<file path="src/rtl/mdu_pkg.sv">
// mdu_pkg: op codes, state encoding and shared constants for the HI/LO multiply/divide unit.
// Optional feature macro: MDU_MADD_EN (enables MADD/MADDU op codes).
`default_nettype none

package mdu_pkg;

    localparam logic [2:0] OP_MULT  = 3'b000;
    localparam logic [2:0] OP_MULTU = 3'b001;
    localparam logic [2:0] OP_DIV   = 3'b010;
    localparam logic [2:0] OP_DIVU  = 3'b011;
    localparam logic [2:0] OP_MADD  = 3'b100;
    localparam logic [2:0] OP_MADDU = 3'b101;

    localparam logic [1:0] ST_IDLE = 2'd0;
    localparam logic [1:0] ST_CALC = 2'd1;
    localparam logic [1:0] ST_FIX  = 2'd2;

    localparam int          MDU_CYCLES = 32;
    localparam logic [31:0] DIV0_LO    = 32'hFFFFFFFF;

    function automatic logic op_legal(input logic [2:0] op);
`ifdef MDU_MADD_EN
        return (op <= OP_MADDU);
`else
        return (op <= OP_DIVU);
`endif
    endfunction

endpackage

`default_nettype wire

</file>
<file path="src/rtl/mdu_divstep.sv">
// mdu_divstep: one combinational restoring-divide step on a {remainder, quotient} pair.
`default_nettype none

module mdu_divstep (
    input  logic [63:0] rq_i,
    input  logic [31:0] divisor_i,
    output logic [63:0] rq_o
);

    logic [32:0] w_rem_sh;
    logic        w_ge;
    logic [31:0] w_sub;

    // Remainder is always below the divisor, so the shifted value fits in 33 bits
    // and the difference (when taken) fits back in 32.
    assign w_rem_sh = rq_i[63:31];
    assign w_ge     = (w_rem_sh >= {1'b0, divisor_i});
    assign w_sub    = w_rem_sh[31:0] - divisor_i;
    assign rq_o     = w_ge ? {w_sub, rq_i[30:0], 1'b1}
                           : {w_rem_sh[31:0], rq_i[30:0], 1'b0};

endmodule

`default_nettype wire

</file>
<file path="src/rtl/mult_div_unit.sv">
// mult_div_unit: iterative 32-cycle HI/LO multiply/divide unit with MTHI/MTLO writes.
// Optional feature macro: MDU_MADD_EN (MADD/MADDU accumulate into {Hi,Lo}).
`default_nettype none

module mult_div_unit
    import mdu_pkg::*;
#(
    parameter int CYCLES = MDU_CYCLES
) (
    input  logic        Clk,
    input  logic        Rst,
    input  logic        Start,
    input  logic [2:0]  Op,
    input  logic [31:0] RsData,
    input  logic [31:0] RtData,
    input  logic        HiWr,
    input  logic        LoWr,
    output logic        Busy,
    output logic        Done,
    output logic [31:0] Hi,
    output logic [31:0] Lo
);

    localparam int CNT_W = $clog2(CYCLES) + 1;

    logic [1:0]       state_q, state_d;
    logic [CNT_W-1:0] cnt_q, cnt_d;
    logic [31:0]      b_q, b_d;
    logic [63:0]      acc_q, acc_d;
    logic             is_div_q, is_div_d;
    logic             neg_q, neg_d;
    logic             neg_rem_q, neg_rem_d;
    logic             div0_q, div0_d;
    logic [31:0]      hi_q, hi_d;
    logic [31:0]      lo_q, lo_d;
    logic             done_q, done_d;
`ifdef MDU_MADD_EN
    logic             madd_q, madd_d;
`endif

    logic        w_accept, w_is_div, w_signed, w_sa, w_sb, w_div0;
    logic [31:0] w_mag_a, w_mag_b;
    logic [32:0] w_msum;
    logic [63:0] w_mstep, w_dstep, w_prod, w_mres;
    logic [31:0] w_quo, w_rem;

    assign w_is_div = (Op == OP_DIV) || (Op == OP_DIVU);
    assign w_signed = ~Op[0];
    assign w_sa     = w_signed & RsData[31];
    assign w_sb     = w_signed & RtData[31];
    assign w_mag_a  = w_sa ? -RsData : RsData;
    assign w_mag_b  = w_sb ? -RtData : RtData;
    assign w_div0   = w_is_div && (RtData == 32'd0);
    // MTHI/MTLO take priority over a launch in the same cycle.
    assign w_accept = (state_q == ST_IDLE) && Start && op_legal(Op) && !HiWr && !LoWr;

    // Shift-add: multiplier sits in the low half and drains out as the product fills in.
    assign w_msum  = {1'b0, acc_q[63:32]} + (acc_q[0] ? {1'b0, b_q} : 33'd0);
    assign w_mstep = {w_msum, acc_q[31:1]};

    mdu_divstep u_divstep (
        .rq_i      (acc_q),
        .divisor_i (b_q),
        .rq_o      (w_dstep)
    );

    assign w_prod = neg_q ? -acc_q : acc_q;
`ifdef MDU_MADD_EN
    assign w_mres = madd_q ? ({hi_q, lo_q} + w_prod) : w_prod;
`else
    assign w_mres = w_prod;
`endif
    assign w_quo  = neg_q     ? -acc_q[31:0]  : acc_q[31:0];
    assign w_rem  = neg_rem_q ? -acc_q[63:32] : acc_q[63:32];

    always_comb begin
        state_d   = state_q;
        cnt_d     = cnt_q;
        b_d       = b_q;
        acc_d     = acc_q;
        is_div_d  = is_div_q;
        neg_d     = neg_q;
        neg_rem_d = neg_rem_q;
        div0_d    = div0_q;
        hi_d      = hi_q;
        lo_d      = lo_q;
        done_d    = 1'b0;
`ifdef MDU_MADD_EN
        madd_d    = madd_q;
`endif
        case (state_q)
            ST_IDLE: begin
                if (HiWr) hi_d = RsData;
                if (LoWr) lo_d = RsData;
                if (w_accept) begin
                    is_div_d  = w_is_div;
                    neg_d     = w_sa ^ w_sb;
                    neg_rem_d = w_sa;
                    div0_d    = w_div0;
                    cnt_d     = '0;
`ifdef MDU_MADD_EN
                    madd_d    = Op[2];
`endif
                    if (w_div0) begin
                        acc_d   = {RsData, DIV0_LO};
                        state_d = ST_FIX;
                    end else begin
                        acc_d   = w_is_div ? {32'd0, w_mag_a} : {32'd0, w_mag_b};
                        b_d     = w_is_div ? w_mag_b : w_mag_a;
                        state_d = ST_CALC;
                    end
                end
            end
            ST_CALC: begin
                acc_d = is_div_q ? w_dstep : w_mstep;
                cnt_d = cnt_q + 1'b1;
                if (cnt_q == CNT_W'(CYCLES - 1)) state_d = ST_FIX;
            end
            ST_FIX: begin
                if (div0_q)        {hi_d, lo_d} = acc_q;
                else if (is_div_q) {hi_d, lo_d} = {w_rem, w_quo};
                else               {hi_d, lo_d} = w_mres;
                done_d  = 1'b1;
                cnt_d   = '0;
                state_d = ST_IDLE;
            end
            default: state_d = ST_IDLE;
        endcase
    end

    always_ff @(posedge Clk or posedge Rst) begin
        if (Rst) begin
            state_q   <= ST_IDLE;
            cnt_q     <= '0;
            b_q       <= '0;
            acc_q     <= '0;
            is_div_q  <= 1'b0;
            neg_q     <= 1'b0;
            neg_rem_q <= 1'b0;
            div0_q    <= 1'b0;
            hi_q      <= '0;
            lo_q      <= '0;
            done_q    <= 1'b0;
`ifdef MDU_MADD_EN
            madd_q    <= 1'b0;
`endif
        end else begin
            state_q   <= state_d;
            cnt_q     <= cnt_d;
            b_q       <= b_d;
            acc_q     <= acc_d;
            is_div_q  <= is_div_d;
            neg_q     <= neg_d;
            neg_rem_q <= neg_rem_d;
            div0_q    <= div0_d;
            hi_q      <= hi_d;
            lo_q      <= lo_d;
            done_q    <= done_d;
`ifdef MDU_MADD_EN
            madd_q    <= madd_d;
`endif
        end
    end

    assign Busy = (state_q != ST_IDLE);
    assign Done = done_q;
    assign Hi   = hi_q;
    assign Lo   = lo_q;

endmodule

`default_nettype wire

</file>
<file path="config.mk">
export PLATFORM = sky130hd
export DESIGN_NAME = mult_div_unit
export DESIGN_NICKNAME = d
export VERILOG_FILES = /design/src/rtl/mdu_pkg.sv /design/src/rtl/mdu_divstep.sv /design/src/rtl/mult_div_unit.sv
export SDC_FILE = /design/constraint.sdc
export NUM_CORES = 1
export LEC_CHECK = 0
export ABC_CLOCK_PERIOD_IN_PS = 5300
export CAP_MARGIN = 20
export CORE_ASPECT_RATIO = 0.8
export CORE_UTILIZATION = 25
export CTS_CLUSTER_DIAMETER = 40
export DETAILED_ROUTE_END_ITERATION = 8
export GPL_TIMING_DRIVEN = 0
export PLACE_DENSITY = 0.38
export SETUP_SLACK_MARGIN = 0.15
export SYNTH_ARGS = -nofsm -noshare
export SYNTH_HDL_FRONTEND = slang
export SYNTH_HIERARCHICAL = 1
export SYNTH_SLANG_ARGS = --single-unit
export TNS_END_PERCENT = 20
</file>
<file path="constraint.sdc">
create_clock -name Clk -period 5.3 [get_ports Clk]
set_input_delay 0.53 -clock Clk [delete_from_list [all_inputs] [get_ports Clk]]
set_output_delay 0.53 -clock Clk [all_outputs]
set_load 0.02 [all_outputs]
</file>
# After elaboration in Yosys (flattened, before gate mapping)
# Cells that the tools add are included.
[word_totals]
output_inout_bits = 66
reg_bits = 173
latchBits = 0
wordCells = 84
mem_count = 0
ram_bits = 0
rom_bits = 0
[op_classes]
n_reduce_logical = 21
n_shift = 0
eq_ne = 9
muxes = 28
n_mul = 0
n_lt_le_gt_ge = 2
n_addsub = 8
n_div = 0
bitwise_logic = 5
[ops]
columns = ["operator", "n"]
rows = [
  ["32-bit two-way mux", 13],
  ["64-bit two-way mux", 5],
  ["32-bit negator", 4],
  ["32-bit one-hot mux with 2 select lines", 2],
  ["64-bit one-hot mux with 2 select lines", 1],
  ["64-bit negator", 1],
  ["32-bit by 32-bit adder with 33-bit output", 1],
  ["33-bit by 32-bit greater-or-equal comparator with 1-bit output", 1],
  ["32-bit zero test", 1],
  ["32-bit subtractor", 1],
  ["6-bit one-hot mux with 3 select lines", 1],
  ["2-bit AND reduction", 6],
  ["2-bit != test, second input constant", 4],
  ["6-bit by 1-bit adder with 6-bit output, second input constant", 1],
  ["3-bit by 2-bit equality test with 1-bit output, second input constant", 2],
  ["6-bit by 5-bit equality test with 1-bit output, second input constant", 1],
  ["2-bit two-way mux", 3],
  ["6-bit two-way mux", 1],
  ["2-bit nonzero test", 3],
  ["1-bit logical AND", 5],
  ["2-bit one-hot mux with 2 select lines", 1],
  ["3-bit by 2-bit less-or-equal comparator with 1-bit output, second input constant", 1],
  ["3-bit AND reduction", 1],
  ["3-bit nonzero test", 1],
  ["9 further kinds", 12],
]

# Longest topological paths before layout
# Gate-level depths: netlist (run 1).
[depth]
depth_word = 7
mapped_depth = 18
ltp_nobuf = 15

# By module
# The synthesis (run 1) kept the hierarchy.
[by_module_without_submodules]
columns = ["module", "seq_area_each_um2", "n_inst", "cells_per_inst", "area_each_um2"]
rows = [
  ["mult_div_unit", 4329.2, 1, 1661, 13170.1],
  ["mdu_divstep", 0.0, 1, 355, 2571.2],
]

# Worst setup path before layout (run 1)
# No wires, ideal clock.
[synth_timing]
kind = "register to register"
from = "register acc_q[38]"
to = "register acc_q[59]"
t_required_ps = 5164
setup_slack_ps = 1886
t_arrival_ps = 3278
stages_incl_launch_ff = 16
setup_time_ps = 136
path_cell_list = "dfrtp_1 -> ha_1 -> a21oi_2 -> a211oi_1 -> or3_4 -> nor4b_4 -> o21ai_2 -> a31oi_4 -> o21a_4 -> inv_2 -> buf_6 -> buf_12 -> mux2_4 -> a221o_1 -> o21ai_0 -> o211ai_1"
[synth_between]
elab_chain_len = 4
elab_cells_between_ends = 6
classes_between = "2 x add/sub; 1 x order compare; 3 x mux"
[synth_lines]
columns = ["item", "line_no", "rtl"]
rows = [
  ["from (decl)", "mult_div_unit.sv:29", "logic [63:0] acc_q, acc_d;"],
  ["from (signal assigned)", "mult_div_unit.sv:136", "acc_q <= '0;"],
  ["from (signal assigned)", "mult_div_unit.sv:151", "acc_q <= acc_d;"],
  ["33-bit by 32-bit greater-or-equal comparator with 1-bit output", "mdu_divstep.sv:17", "assign w_ge = (w_rem_sh >= {1'b0, divisor_i});"],
  ["via u_divstep.w_ge", "mdu_divstep.sv:11", "logic w_ge;"],
  ["64-bit two-way mux", "mdu_divstep.sv:19", "assign rq_o = w_ge ? {w_sub, rq_i[30:0], 1'b1}"],
  ["via w_dstep[59]", "mult_div_unit.sv:44", "logic [63:0] w_mstep, w_dstep, w_prod, w_mres;"],
  ["64-bit two-way mux", "mult_div_unit.sv:115", "acc_d = is_div_q ? w_dstep : w_mstep;"],
  ["64-bit one-hot mux with 2 select lines", "mult_div_unit.sv:91", "case (state_q)"],
]
# The timed path passes the listed nets, and every way through them passes these cells.
# A chain may end at the register's enable or synchronous reset.

# Worst setup path in the final report (run 1)
[layout_timing]
from = "register acc_q[41]"
to = "register acc_q[54]"
# Same word-level chain as after synthesis.

==> flow_summary.toml, run 1 <==
[status]
status = "finished, final reports clean"

[layout]
drive_above_1_share = 0.0760
antenna_cells = 0
final_common_cell = "nand2_1"
mostFrequentLayoutCells = "nand2_1 (202), nor2_1 (186), a21oi_1 (177), o21ai_0 (177), dfrtp_1 (173)"
area_growth_pct = 19.3
nNetsFinal = 2313

[yosys]
syn_area_sq_um = 15700
syn_area_per_cell_sq_um = 7.81
ys_seq_elements = 173
synth_edf_count = 0
synth_nets = 2159
synth_top_area_frac = 0.275
yosys_warnings = 6
ys_types = 87
synthFlopType = "dfrtp_1"
yosysSeqAreaShare = 0.275
synth.area.top_cells = "dfrtp_1 (28%), a21oi_1 (5.6%), o21ai_0 (5.6%)"
yosys.area.top_type = "dfrtp_1"
synthArstFlopShare = 1.00
netlist_instances = 2016

[detailed_routing]
via_per_inst = 5.45
routedWlPerCell_um = 27.4
num_vias = 16400
initialDrtViolationCount = 1592
antenna_left = 0
dr.pass1.iters = 5
routed_wl_um = 82500
remaining_drc_errors = 0

[global_routing]
antenna_found_initial = 5
grt_pass1_vias = 15600
grtUsageTotal = 0.259
grt_max_degree = 40
gr-total-overflow = 0
grt_pass1_wl_um = 117000

[sta]
min_period_over_period = 0.944
relSlewSlack = 0.272
setup_violations = 0
hold_slack_ns = 0.413
grt_setup_unrepaired = "no"
fin_crit_ns = 5.00
max_freq_mhz = 200
fin_skew_ns = 0.0137
final.setup.tns_ns = 0
maxSlewViolCount = 0
finalHoldViolCount = 0
tightestPinTransition_ns = 1.08

[place]
io_buffers = 129
hpwlAfterDp_um = 65800
place.gp.congestion = 0.936

[clocking]
clock-sinks = 173
insertion_delay_ns = 0.50
numCtsBuffers = 17
path_clk_slew_ns = 0.08
post_cts_buffers = 0
cts_tree = "done"
cts-root-buf = "clkbuf_16"
post_cts_resized = 0
cts_hold_buf = 0
clockBufferDepth = 2
htreeDepth = 4

[critical_path]
critical_path_class = "register to register"
start_kind = "register"
cp.arrival_ns = 5.36
crit_fanout = 10
required_ns = 5.65
cp-end-kind = "register"

[power_and_ir_drop]
p_leak_uw = 0.00750
peakVddDrop_mv = 0.292
power_density_nw_per_um2 = 790
clkPwrFrac = 0.092
switchingPower_uw = 8000
swShare = 0.540
combPwrFrac = 0.693
intPower_uw = 6830
seqPwrFrac = 0.215

[floorplan]
fp.dieW_um = 283
ioPinCount = 138
initial_core_util = 0.255
dieArea_sq_um = 64000
core-area_sq_um = 61700
die_y_um = 226
num_rows = 81

[min_path]
hp-class = "primary input to asynchronous set/reset pin"

[job]
drv_cap = 0
critical path, stage by stage (launching register included):
cell	delay, ns
dfrtp_1	0.62
ha_1	0.40
clkbuf_1	0.24
nand4_1	0.25
nor3_1	0.89
o211ai_1	0.26
nor4b_4	0.25
o21ai_2	0.20
a31oi_4	0.13
o21a_4	0.29
inv_2	0.07
buf_6	0.18
buf_12	0.18
mux2_4	0.32
a21oi_1	0.14
o2bb2ai_1	0.09
a21oi_1	0.23
o21ai_0	0.11
kinds of logic (layout without fill, tap and decap cells):
| family | after synthesis | after routing | share of synthesized area |
|---|---|---|---|
| xor gates and xnor gates | 156 | 156 | 0.0868 |
| DFF | 173 | 173 | 0.275 |
| AOI/OAI and AO/OA | 653 | 653 | 0.260 |
| buffers and inverters | 230 | 397 | 0.0645 |
| adders and majority gates | 71 | 71 | 0.0574 |
| and+or+nand+nor | 664 | 664 | 0.206 |
| muxes | 69 | 69 | 0.0502 |
power groups by stage:
stage               Sequential [uW]  Clock (uW)  Combinational [uW]
floorplan                      2860           0                6710
global placement               3170           0               10200
detailed placement             3180           0               10100
CTS                            3160        1380               10200
global route                   3260        1430               11200
finish                         3190        1360               10300
final cells by class:
| class | count | area (sq um) |
|---|---|---|
| plain buffers | 169 | 787 |
| clock buffers | 17 | 425 |
| clock inverters | 15 | 178 |
| fillers | 6699 | 42900 |
| inverters | 61 | 233 |
| multi-input cells | 1613 | 10400 |
| flip-flops and latches | 173 | 4330 |
| well taps | 830 | 1040 |
| repair buffers | 135 | 1400 |
Yosys cell counts (all sizes together), types with 12 or more instances:
library cell and instances:
o22ai 49, o31ai 22, or3 13, o41ai 14
a22oi 13, mux2i 16, a21o 37, nor4 18
o21ai 183, and3 15, a211oi 15, nand4 21
nand3 33, or4 14, xor2 71, mux2 53
a221oi 27, nor2b 20, xnor2 85, buf 48
nor2 187, nand2b 19, ha 69, clkbuf 121
a21oi 178, nand2 203, o211ai 12, and2 43
dfrtp 173, inv 60, o221ai 12, o21a 12
nor3 46, a31oi 23
state kept, by name, summed over array words and instances, names as in the netlist:
name	flops
Lo	32
Hi	32
b_q	32
state_q	2
div0_q	1
neg_rem_q	1
is_div_q	1
cnt_q	6
acc_q	64
neg_q	1
Done	1
per-stage QoR:
stage               total power (uW)  area, sq um   util  setup WS [ns]  cells
floorplan                       9560        15700      -           1.89   2016
global placement               13300        18100  0.293          0.417   2975
detailed placement             13300        18200  0.294          0.432   2980
CTS                            14700        18800  0.304          0.424   3012
global route                   15900        18800  0.304          0.171   3013
finish                         14800        18800  0.304          0.297   3013
final timing paths:
path,startpoint,end,slack [ns],cells after the start
max,acc_q[41],acc_q[54],0.30,17
min,Rst,Lo[13],0.41,2
max reg2reg,acc_q[41],acc_q[54],0.30,17
min reg2reg,Lo[7],Lo[7],0.49,2
max in group asynchronous,Rst,acc_q[46],4.05,4
min in group Clk,Lo[7],Lo[7],0.49,2
routing by layer:
metal,global-route usage,part of all wire
met2,0.364,0.40
met4,0.0945,0.034
met5,0,0
met3,0.0646,0.081
met1,0.376,0.48
Note: power is estimated with default switching activity, not from simulation.
==> run 2: changes to the inputs <==
--- a/config.mk
+++ b/config.mk
@@ -9,7 +9,6 @@
 export CAP_MARGIN = 20
 export CORE_ASPECT_RATIO = 0.8
 export CORE_UTILIZATION = 25
-export CTS_CLUSTER_DIAMETER = 40
 export DETAILED_ROUTE_END_ITERATION = 8
 export GPL_TIMING_DRIVEN = 0
 export PLACE_DENSITY = 0.38
==> results of run 2 <==
No change in the layout: final DEF, timing and power equal those of run 1.
